--- src/rtl/arith_control_seq.sv ---
// Decoder from ALU op and function field to ALU code, plus a multi-cycle MULT/MULTU/DIV/DIVU sequencer.
// HI/LO live here; the sequencer uses shift-add multiply and restoring divide on operand magnitudes.
module arith_control_seq #(
   parameter int unsigned WIDTH = 32
) (
   input  logic             clock,
   input  logic             reset,
   input  logic             start,
   input  logic [3:0]       aluOp,
   input  logic [5:0]       func,
   input  logic [WIDTH-1:0] opA,
   input  logic [WIDTH-1:0] opB,
   output logic [3:0]       aluControl,
   output logic             busy,
   output logic [WIDTH-1:0] hi,
   output logic [WIDTH-1:0] lo,
   output logic             hiLoWrite,
   output logic             done,
   output logic             divByZero
);

   localparam logic [3:0] ARCTRL_ADD  = 4'd0;
   localparam logic [3:0] ARCTRL_SUB  = 4'd1;
   localparam logic [3:0] ARCTRL_AND  = 4'd2;
   localparam logic [3:0] ARCTRL_OR   = 4'd3;
   localparam logic [3:0] ARCTRL_SLT  = 4'd4;
   localparam logic [3:0] ARCTRL_LU   = 4'd5;
   localparam logic [3:0] ARCTRL_XOR  = 4'd6;
   localparam logic [3:0] ARCTRL_FUNC = 4'd7;

   localparam logic [5:0] FUNC_SLLV  = 6'h04;
   localparam logic [5:0] FUNC_SRLV  = 6'h06;
   localparam logic [5:0] FUNC_SRAV  = 6'h07;
   localparam logic [5:0] FUNC_MFHI  = 6'h10;
   localparam logic [5:0] FUNC_MTHI  = 6'h11;
   localparam logic [5:0] FUNC_MFLO  = 6'h12;
   localparam logic [5:0] FUNC_MTLO  = 6'h13;
   localparam logic [5:0] FUNC_MULT  = 6'h18;
   localparam logic [5:0] FUNC_MULTU = 6'h19;
   localparam logic [5:0] FUNC_DIV   = 6'h1A;
   localparam logic [5:0] FUNC_DIVU  = 6'h1B;
   localparam logic [5:0] FUNC_ADD   = 6'h20;
   localparam logic [5:0] FUNC_ADDU  = 6'h21;
   localparam logic [5:0] FUNC_SUB   = 6'h22;
   localparam logic [5:0] FUNC_SUBU  = 6'h23;
   localparam logic [5:0] FUNC_AND   = 6'h24;
   localparam logic [5:0] FUNC_OR    = 6'h25;
   localparam logic [5:0] FUNC_XOR   = 6'h26;
   localparam logic [5:0] FUNC_SLT   = 6'h2A;

   localparam logic [3:0] ALU_ZERO = 4'd0;
   localparam logic [3:0] ALU_ADD  = 4'd1;
   localparam logic [3:0] ALU_SUB  = 4'd2;
   localparam logic [3:0] ALU_AND  = 4'd3;
   localparam logic [3:0] ALU_OR   = 4'd4;
   localparam logic [3:0] ALU_XOR  = 4'd5;
   localparam logic [3:0] ALU_SLT  = 4'd6;
   localparam logic [3:0] ALU_SLLV = 4'd7;
   localparam logic [3:0] ALU_SRLV = 4'd8;
   localparam logic [3:0] ALU_SRAV = 4'd9;
   localparam logic [3:0] ALU_MFHI = 4'd10;
   localparam logic [3:0] ALU_MFLO = 4'd11;
   localparam logic [3:0] ALU_LU   = 4'd12;

   localparam int unsigned CW = $clog2(WIDTH) + 1;

   typedef enum logic [1:0] {IDLE, MUL, DIV, DONE} state_t;

   state_t             state;
   logic [CW-1:0]      cnt;
   logic [WIDTH:0]     acc;
   logic [WIDTH-1:0]   qreg, breg;
   logic               neg_q, neg_r, dz;

   logic               is_func, is_mul, is_div, accept, is_signed;
   logic [WIDTH-1:0]   mag_a, mag_b;
   logic [WIDTH:0]     mul_sum, div_shift, div_diff;
   logic [2*WIDTH-1:0] prod, res_mul;
   logic [WIDTH-1:0]   res_q, res_r;

   always_comb begin
      aluControl = ALU_ZERO;
      case (aluOp)
         ARCTRL_ADD:  aluControl = ALU_ADD;
         ARCTRL_SUB:  aluControl = ALU_SUB;
         ARCTRL_AND:  aluControl = ALU_AND;
         ARCTRL_OR:   aluControl = ALU_OR;
         ARCTRL_XOR:  aluControl = ALU_XOR;
         ARCTRL_SLT:  aluControl = ALU_SLT;
         ARCTRL_LU:   aluControl = ALU_LU;
         ARCTRL_FUNC: begin
            case (func)
               FUNC_ADD, FUNC_ADDU: aluControl = ALU_ADD;
               FUNC_SUB, FUNC_SUBU: aluControl = ALU_SUB;
               FUNC_AND:  aluControl = ALU_AND;
               FUNC_OR:   aluControl = ALU_OR;
               FUNC_XOR:  aluControl = ALU_XOR;
               FUNC_SLT:  aluControl = ALU_SLT;
               FUNC_SLLV: aluControl = ALU_SLLV;
               FUNC_SRLV: aluControl = ALU_SRLV;
               FUNC_SRAV: aluControl = ALU_SRAV;
               FUNC_MFHI: aluControl = ALU_MFHI;
               FUNC_MFLO: aluControl = ALU_MFLO;
               default:   aluControl = ALU_ZERO;
            endcase
         end
         default: aluControl = ALU_ZERO;
      endcase
   end

   // Odd function codes in 0x18..0x1B are the unsigned variants.
   assign is_func   = (aluOp == ARCTRL_FUNC);
   assign is_mul    = is_func && (func == FUNC_MULT || func == FUNC_MULTU);
   assign is_div    = is_func && (func == FUNC_DIV || func == FUNC_DIVU);
   assign accept    = (state == IDLE) && start && (is_mul || is_div);
   assign busy      = (state == MUL) || (state == DIV) || accept;
   assign is_signed = ~func[0];
   assign mag_a     = (is_signed && opA[WIDTH-1]) ? -opA : opA;
   assign mag_b     = (is_signed && opB[WIDTH-1]) ? -opB : opB;

   assign mul_sum   = qreg[0] ? acc + {1'b0, breg} : acc;
   assign div_shift = {acc[WIDTH-1:0], qreg[WIDTH-1]};
   assign div_diff  = div_shift - {1'b0, breg};
   assign prod      = {acc[WIDTH-1:0], qreg};
   assign res_mul   = neg_q ? -prod : prod;
   assign res_q     = neg_q ? -qreg : qreg;
   assign res_r     = neg_r ? -acc[WIDTH-1:0] : acc[WIDTH-1:0];

   always_ff @(posedge clock or negedge reset) begin
      if (!reset) begin
         state     <= IDLE;
         cnt       <= '0;
         acc       <= '0;
         qreg      <= '0;
         breg      <= '0;
         neg_q     <= 1'b0;
         neg_r     <= 1'b0;
         dz        <= 1'b0;
         hi        <= '0;
         lo        <= '0;
         hiLoWrite <= 1'b0;
         done      <= 1'b0;
         divByZero <= 1'b0;
      end else begin
         hiLoWrite <= 1'b0;
         done      <= 1'b0;
         divByZero <= 1'b0;
         case (state)
            IDLE: begin
               if (accept) begin
                  acc   <= '0;
                  qreg  <= mag_a;
                  breg  <= mag_b;
                  cnt   <= '0;
                  neg_q <= is_signed && (opA[WIDTH-1] ^ opB[WIDTH-1]);
                  neg_r <= is_signed && opA[WIDTH-1];
                  if (is_mul)
                     state <= MUL;
                  else if (opB == '0) begin
                     state <= DONE;
                     dz    <= 1'b1;
                  end else
                     state <= DIV;
               end else if (start && is_func && func == FUNC_MTHI) begin
                  hi        <= opA;
                  hiLoWrite <= 1'b1;
               end else if (start && is_func && func == FUNC_MTLO) begin
                  lo        <= opA;
                  hiLoWrite <= 1'b1;
               end
            end
            MUL: begin
               if (cnt == CW'(WIDTH)) begin
                  {hi, lo}  <= res_mul;
                  hiLoWrite <= 1'b1;
                  done      <= 1'b1;
                  state     <= DONE;
               end else begin
                  {acc, qreg} <= {mul_sum, qreg} >> 1;
                  cnt         <= cnt + 1'b1;
               end
            end
            DIV: begin
               if (cnt == CW'(WIDTH)) begin
                  lo        <= res_q;
                  hi        <= res_r;
                  hiLoWrite <= 1'b1;
                  done      <= 1'b1;
                  state     <= DONE;
               end else begin
                  acc  <= div_diff[WIDTH] ? div_shift : div_diff;
                  qreg <= {qreg[WIDTH-2:0], ~div_diff[WIDTH]};
                  cnt  <= cnt + 1'b1;
               end
            end
            DONE: begin
               // A zero divisor reports on the exit edge, one edge after acceptance.
               state <= IDLE;
               if (dz) begin
                  done      <= 1'b1;
                  divByZero <= 1'b1;
                  dz        <= 1'b0;
               end
            end
            default: state <= IDLE;
         endcase
      end
   end

endmodule

--- config.mk ---
export PLATFORM = sky130hd
export DESIGN_NAME = arith_control_seq
export DESIGN_NICKNAME = d
export VERILOG_FILES = /design/src/rtl/arith_control_seq.sv
export SDC_FILE = /design/constraint.sdc
export NUM_CORES = 1
export LEC_CHECK = 0
export ABC_AREA = 1
export CAP_MARGIN = 20
export CORE_MARGIN = 3
export CORE_UTILIZATION = 50
export CTS_BUF_LIST = sky130_fd_sc_hd__clkbuf_8
export DETAILED_ROUTE_END_ITERATION = 10
export HOLD_SLACK_MARGIN = 0.1
export PLACE_DENSITY = 0.78
export SETUP_SLACK_MARGIN = 0.5
export SYNTH_ARGS = -nofsm -noshare
export SYNTH_HDL_FRONTEND = slang
export SYNTH_SLANG_ARGS = --single-unit
--- constraint.sdc ---
create_clock -name clock -period 4.4 [get_ports clock]
set_input_delay 0.88 -clock clock [delete_from_list [all_inputs] [get_ports clock]]
set_output_delay 0.88 -clock clock [all_outputs]
set_load 0.1 [all_outputs]
==> metrics.md, run 1 <==
| Metric | Value |
|---|---|
| Area after DPL | `between 20000 and 25000 µm²` |
| Vias in the first global route | `around 21000` |
| Setup TNS | `0 ns` |
| Required time of the critical path | `approximately 4.9 ns` |
| FF+latch count, synth | `~180` |
| Static leakage | `approximately 0.011 µW` |
| Post-DR vias/cell | `just under 6` |
| Maximum clock rate | `~0.28 GHz` |
| First-pass iteration count of the detailed router | `7` |
| Gr ovfl total | `0` |
| Chip Height | `~200 µm` |
| Pwr Total | `about 14000 µW` |
| H-tree depth | `4` |
| Asr flop ratio synth | `1.000` |
| Max_cap viols | `0` |
| Routed Antenna Nets | `0` |
| Inserted Clock Buffers | `17` |
| DR DRC count | `0` |
| Worst r2r src | `breg[13]$_DFFE_PN0P_` |
| Root Buffer | `clkbuf_8` |
| IO buf count | `between 100 and 150` |
| Arrival time at the worst endpoint | `between 4 and 5 ns` |
| Placement Rows | `70` |
| Post-synthesis sequential area ratio | `0.2336` |
| Clock Skew | `between 0.02 and 0.03 ns` |
| Core area | `36790 µm²` |
| Ys flop type | `dfrtp_1` |
| Final worst-path cycle share | `0.8162` |
| Min Hold Slack | `roughly 0.28 ns` |
| Iteration-0 DRC count of the detailed router | `around 2900` |
| Die area | `~40000 µm²` |
| WL/cell | `~21 µm` |
| Starting Density | `0.5095` |
| Rel. slew slack | `0.3161` |
| Total wire length | `~80000 µm` |
| Yosys warnings | `0` |
| Period minus WS final | `roughly 3.6 ns` |
| Largest net degree at the start of global routing | `80` |
| Critical Path Fanout Max | `40` |
| Share of post-route cells with drive strength above 1 | `0.03689` |
| Worst-path clk slew | `0.10 ns` |
| Clock sink count | `about 180` |
| Pins Over Slew Limit | `0` |
| Worst Setup SP | `breg[13]$_DFFE_PN0P_` |
| Clk_lat worst skew | `between 0.5 and 0.6 ns` |
| Outcome | `finished clean` |
| Global Route Usage Sum | `0.4028` |
| Worst-margin pin slew | `1.023 ns` |
| Endpoints failing setup | `0` |
| Avg Cell Area, Syn | `5.676 µm²` |
| Finished Layout Cells | `just under 4000` |
| Unique masters post-synth | `between 50 and 60` |
| Hpwl dp | `between 60000 and 70000 µm` |
| Final hold vios | `0` |
| Syn Inst Count | `~3300` |
| Mapped Area | `between 15000 and 20000 µm²` |
| Via Count | `roughly 23000` |
| First-pass GRT wire length | `between 100000 and 150000 µm` |
| Final Wtd Congestion | `1.089` |
| CTS Buffer Depth | `2` |
| Post-CTS Setup Bufs | `0` |
| Max rail drop VDD | `roughly 0.86 mV` |
| CTS tree | `built` |
| P per Cell Area | `669.0 nW/µm²` |
| Crit end category | `flip-flop` |
| Initial antenna violation count | `3` |
| Worst Hold Class | `input pin to asynchronous set/reset pin` |
| Syn Nets | `3461` |
| Critical path type | `flip-flop to flip-flop` |
| Die width | `around 200 µm` |
| EDFF count, synth | `0` |
| Area Overhead vs Synth | `12.66%` |
| Finished Cell Area | `roughly 21000 µm²` |
| Placed insts | `3852` |
| Unrepaired setup endpoints after global routing | `no` |
| I/O Pins | `between 100 and 150` |
| Startpoint Class | `flip-flop` |
| Nets | `~3600` |
## Yosys cell counts (5+ instances only)
cell,instances,area share
nor3_1,28,0.0075
buf_4,6,0.0024
a21oi_1,203,0.054
o211ai_1,20,0.0080
o21ai_1,16,0.0043
o21bai_1,17,0.0068
or2_2,8,0.0027
nand4_1,24,0.0080
nor2_1,446,0.089
xor2_1,35,0.016
inv_2,8,0.0016
nand3_1,248,0.066
buf_6,6,0.0036
o22ai_1,28,0.0093
ha_1,80,0.053
inv_1,450,0.090
buf_1,10,0.0020
o21ai_0,225,0.060
nor4_1,7,0.0023
clkbuf_1,63,0.013
nor2_2,5,0.0017
buf_2,16,0.0043
nand3b_1,10,0.0040
dfrtp_1,175,0.23
a221oi_1,14,0.0065
a31oi_1,24,0.0080
nand2_1,1080,0.22
## cell families after synthesis
kind of cell,share of synthesized area
buffers and inverters,0.1176
flip-flops,0.2336
XOR/XNOR,0.01822
adder cells (fa/ha/maj),0.05554
AO/OA/AOI/OAI,0.1668
AND/OR/NAND/NOR,0.4083
## sequential cells by signal, summed over array words and instances, names as in the netlist
name	cells
qreg	32
lo	32
divByZero	1
hi	32
done	1
neg_q	1
neg_r	1
hiLoWrite	1
dz	1
state	2
acc	33
breg	32
cnt	6
## cell usage in the layout, fill, tap and decap left out, drive strengths merged, types with 2 or more instances in the layout
cell type,Yosys,layout
nand2,1086,1086
nor2,454,454
nand3b,10,10
xor2,35,35
o21bai,17,17
clkbuf,63,19
clkdlybuf4s50,0,141
nor4,7,7
and2,2,2
a221oi,14,14
fa,2,2
o221ai,2,2
nor3,30,30
nand3,251,251
a22oi,4,4
o31ai,2,2
a31oi,24,24
xnor2,4,4
ha,80,80
or2,8,8
o21ai,243,243
o2111ai,2,2
a211oi,2,2
o211ai,20,20
dfrtp,175,175
buf,38,40
a21oi,204,204
nand4,24,24
inv,458,466
o22ai,28,28
o21a,3,3
and3,2,2
clkinv,3,9
## critical path, cell delays in order, from the launching register on
cell      delay [ns]
dfrtp_1         0.50
inv_1           0.20
ha_1            0.42
nand2_1         0.13
nor2_2          0.21
and3_1          0.21
nand2_1         0.06
nand2_1         0.17
nand2_1         0.11
nand2_1         0.10
a21oi_1         0.06
o21bai_1        0.13
ha_1            0.29
inv_1           0.12
buf_12          0.21
a21oi_1         0.05
o21ai_0         0.08
o21ai_0         0.10
o21ai_0         0.16
nand2_1         0.06
o21ai_0         0.10
## layout make-up
type / instances / area, µm²
clock buffer: 18 / 247.7
clock inverter: 14 / 142.6
fill: 3828 / 15670
timing repair buffer: 183 / 1826
antenna: 1 / 2.502
multi-input combinational: 2565 / 12200
inverter: 461 / 1737
tap: 468 / 585.6
sequential: 175 / 4380
## power breakdown
| part | total [µW] | leakage (µW) | internal [µW] | switching, µW |
|---|---|---|---|---|
| Combinational | 10200 | 0.00866 | 2440 | 7710 |
| Clock | 1190 | 0.000201 | 437 | 758 |
| Sequential | 2780 | 0.00219 | 2160 | 625 |
## final timing paths
kind,endpoint,slack [ns],cells after the start
worst max-delay path,acc[7]$_DFFE_PN0P_,0.81,20
worst min-delay path,breg[5]$_DFFE_PN0P_,0.28,1
worst max register to register,acc[7]$_DFFE_PN0P_,0.81,20
worst min register to register,lo[5]$_DFFE_PN0P_,0.48,2
max in group asynchronous,breg[22]$_DFFE_PN0P_,3.18,2
min in group clock,lo[5]$_DFFE_PN0P_,0.48,2
## through the flow
step             util  setup WS, ns
5_1_grt        0.5740        0.5384
4_1_cts        0.5736        0.5976
6_report       0.5740        0.8089
2_1_floorplan       -        0.5001
3_5_place_dp   0.5630        0.6251
3_3_place_gp   0.5630        0.6875
## repair_timing
item,in CTS,in global routing
setup endpoints to repair,0,6
hold buffers,0,0
gates resized for setup,0,5
## metal layers
metal  wire (µm)  GRT usage
met3       10920     0.1300
met4        3716     0.1571
met2       32880     0.5786
met5         114          0
met1       34000     0.5611
(Power assumes the default switching activity.)
==> run 2: changes to the inputs <==
--- a/config.mk
+++ b/config.mk
@@ -12,7 +12,7 @@
 export CTS_BUF_LIST = sky130_fd_sc_hd__clkbuf_8
 export DETAILED_ROUTE_END_ITERATION = 10
 export HOLD_SLACK_MARGIN = 0.1
-export PLACE_DENSITY = 0.78
+export PLACE_DENSITY = 0.81
 export SETUP_SLACK_MARGIN = 0.5
 export SYNTH_ARGS = -nofsm -noshare
 export SYNTH_HDL_FRONTEND = slang
==> constraint.sdc (replaced) <==
create_clock -name clock -period 3.2 [get_ports clock]
set_input_delay 0.64 -clock clock [delete_from_list [all_inputs] [get_ports clock]]
set_output_delay 0.64 -clock clock [all_outputs]
set_load 0.1 [all_outputs]
==> run 2 against run 1 <==
Effect of this change:
- final cell count increased by 3.0%
- die area unchanged
- power increased by 39%
- fmax increased by 15%
- non-clock buffer count increased by 118
- wire length decreased by 5.7%
- global-route usage decreased by 2.6 points
- first-iteration DRC count decreased by 1.5%
- critical path depth increased by 2
- combinational power increased by 40%
==> metrics.md, run 2 (synthesized netlist as in run 1, its figures left out) <==
| Metric | Value |
|---|---|
| Rel. slew slack | `0.3133 (-0.002827)` |
| CP max stage cell | `dfrtp_1` |
| Final worst-path cycle share | `0.9795 (+0.1634)` |
| IO buf count | `148 (unchanged)` |
| Hpwl dp | `60430 µm (-7.6%)` |
| First-pass iteration count of the detailed router | `6 (-1)` |
| Placement Rows | `70 (unchanged)` |
| Finished Layout Cells | `4003 (+3.0%)` |
| Nets | `3680 (+3.3%)` |
| Critical path type | `flip-flop to flip-flop` |
| Required time of the critical path | `3.63 ns (-1.25 ns)` |
| Die area | `39840 µm² (unchanged)` |
| Crit end category | `flip-flop` |
| Global Route Usage Sum | `0.3764 (-0.02643)` |
| Net switching fraction of the power | `0.6260 (-0.01776)` |
| Share of post-route cells with drive strength above 1 | `0.1121 (+0.07517)` |
| Layout fillers | `3674 (-4.0%)` |
| Placed insts | `3948 (+2.5%)` |
| Clk_lat worst skew | `0.54 ns (-0.03 ns)` |
| Static leakage | `0.01188 µW (+7.5%)` |
| Total wire length | `76950 µm (-5.7%)` |
| Finished Cell Area | `22540 µm² (+6.7%)` |
| FF+latch area | `4385 µm² (+0.11%)` |
| Gr ovfl total | `0 (unchanged)` |
| Top delay family on crit path | `adder cells` |
| Most flops, register | `acc` |
| Outcome | `finished clean` |
| Worst-margin pin slew | `1.029 ns (+0.006311 ns)` |
| P per Cell Area | `868.8 nW/µm² (+30%)` |
| Starting Density | `0.5095 (unchanged)` |
| Period minus WS final | `3.134 ns (-0.4566 ns)` |
| Worst r2r src | `qreg[31]$_DFFE_PN0P_` |
| I/O Pins | `149 (unchanged)` |
| H-tree depth | `4 (unchanged)` |
| WL/cell | `19.22 µm (-8.5%)` |
| Seq pwr share | `0.183 (-0.014)` |
| Clock Skew | `0.01893 ns (-0.007142 ns)` |
| P_sw | `12260 µW (+35%)` |
| CTS Buffer Depth | `2 (unchanged)` |
| Vias in the first global route | `20920 (+0.40%)` |
| Routed Antenna Nets | `0 (unchanged)` |
| Area after DPL | `21510 µm² (+3.9%)` |
| Commonest non-fill, non-tap cell in the layout | `nand2_1` |
| Via Count | `23060 (-0.39%)` |
| Worst Hold Class | `input pin to asynchronous set/reset pin` |
| Initial antenna violation count | `2 (-1)` |
| Core area | `36790 µm² (unchanged)` |
| CP peak stage delay | `0.41 ns (-0.09 ns)` |
| Unrepaired setup endpoints after global routing | `yes` |
| Buffers and inverters on the worst path | `5 (+2)` |
| Cell-internal power | `7323 µW (+46%)` |
| Multi-input gate area | `12620 µm² (+3.5%)` |
| Area Overhead vs Synth | `20.24%` |
| Max rail drop VDD | `0.7159 mV (-16%)` |
| Worst path cell trace | `inv_2 > ha_4 > inv_2 > fa_2 > nand3_2 > nand3_2 > nand2_2 > nand2_2 > nand2_2 > nand2_4 > nand2_4 > nand2_4 > a21oi_2 > o21bai_1 > ha_1 > clkinv_4 > buf_12 > clkbuf_16 > nor2_4 > a21oi_2 > a22oi_1 > o22ai_1` |
| CTS tree | `built` |
| Final Wtd Congestion | `1.084 (-0.47%)` |
| Final hold vios | `0 (unchanged)` |
| DP Worst Slack | `0.09612 ns (-0.5290 ns)` |
| First-pass GRT wire length | `116200 µm (-5.0%)` |
| Arrival time at the worst endpoint | `3.57 ns (-0.50 ns)` |
| Min setup slack post-route | `0.06552 ns (-0.7434 ns)` |
| Final Util | `0.6127 (+0.03861)` |
| Startpoint Class | `flip-flop` |
| Root Buffer | `clkbuf_8` |
| Die width | `199.6 µm (unchanged)` |
| Iteration-0 DRC count of the detailed router | `2882 (-1.5%)` |
| Max_cap viols | `0 (unchanged)` |
| Chip Height | `199.6 µm (unchanged)` |
| Post-DR vias/cell | `5.760 (-3.3%)` |
| Critical Path Fanout Max | `5 (-88%)` |
| Endpoints failing setup | `0 (unchanged)` |
| Inserted Clock Buffers | `17 (unchanged)` |
| Maximum clock rate | `0.3190 GHz (+15%)` |
| Max reg flops | `33 (unchanged)` |
| Comb power frac | `0.731 (+0.012)` |
| DR DRC count | `0 (unchanged)` |
| Most frequent cells in the layout | `nand2_1 (1072), inv_1 (436), nor2_1 (435)` |
| Worst-path clk slew | `0.12 ns (+0.02 ns)` |
| Pins Over Slew Limit | `0 (unchanged)` |
| Clock power share | `0.085 (about the same)` |
| Clock sink count | `175 (unchanged)` |
| Largest net degree at the start of global routing | `83 (+3.8%)` |
| Worst Setup SP | `qreg[31]$_DFFE_PN0P_` |
==> run 2: cell count changes in the layout (fill, tap and decap cells not counted), sizes merged <==
cell           previous run  this run
buf                      40       222
clkdlybuf4s50           141        66
clkbuf                   19        25
dlygate4sd2               0         3
clkinvlp                  0         2
bufbuf                    0         1
inv                     466       465
==> run 2: through the flow <==
stage | power (µW) | TNS, ns | hold WS (ns)
global placement | 17230 | 0 | 0.4564
floorplan | 13200 | 0 | 0.3444
CTS | 19060 | 0 | 0.1724
detailed placement | 17330 | 0 | 0.4602
finish | 19580 | 0 | 0.09375
global route | 20710 | -0.4079 | 0.1718
==> run 2: worst reg2reg max path: stages, from the launching register on <==
cell	delay, ns
dfrtp_1	0.41
inv_2	0.08
ha_4	0.13
inv_2	0.04
fa_2	0.36
nand3_2	0.08
nand3_2	0.07
nand2_2	0.08
nand2_2	0.07
nand2_2	0.08
nand2_4	0.08
nand2_4	0.08
nand2_4	0.05
a21oi_2	0.12
o21bai_1	0.09
ha_1	0.37
clkinv_4	0.13
buf_12	0.15
clkbuf_16	0.15
nor2_4	0.08
a21oi_2	0.03
a22oi_1	0.20
o22ai_1	0.09
==> run 2: per-layer routing <==
layer,part of all wire,vias up,global-route usage
met4,0.053,4,0.1789
met2,0.43,1473,0.5829
met5,0.00026,-,0
li1,-,11020,-
met1,0.40,10270,0.4967
met3,0.12,293,0.08936
==> run 2: cell type report <==
cell class | instances | area share
clock buffer | 17 | 0.01038
multi-input combinational | 2565 | 0.5601
sequential | 175 | 0.1946
clock inverter | 15 | 0.007384
tap | 468 | 0.02598
antenna | 1 | 0.0001110
inverter | 461 | 0.07823
timing repair buffer | 301 | 0.1232
==> run 2: what timing repair did <==
action	CTS	global route
endpoints found under the setup margin	38	41
hold buffers	0	0
pin swaps	16	23
buffers inserted	10	8
gates cloned	2	2
gates resized for setup	50	85
==> run 2: final timing paths <==
check	to	slack, ns	cells after the start
max reg2reg	acc[1]$_DFFE_PN0P_	0.07	22
max	acc[1]$_DFFE_PN0P_	0.07	22
min reg2reg	lo[11]$_DFFE_PN0P_	0.48	2
min	acc[21]$_DFFE_PN0P_	0.09	1
max in group asynchronous	qreg[5]$_DFFE_PN0P_	2.27	2
min in group clock	lo[11]$_DFFE_PN0P_	0.48	2
==> run 2: power by group through the flow <==
| stage | clock (µW) | combinational, µW | sequential, µW |
|---|---|---|---|
| 3_3_place_gp | 0 | 13600 | 3590 |
| 6_report | 1670 | 14300 | 3590 |
| 4_1_cts | 1670 | 13800 | 3560 |
| 5_1_grt | 1750 | 15300 | 3660 |
| 3_5_place_dp | 0 | 13700 | 3610 |
| 2_1_floorplan | 0 | 6870 | 6340 |
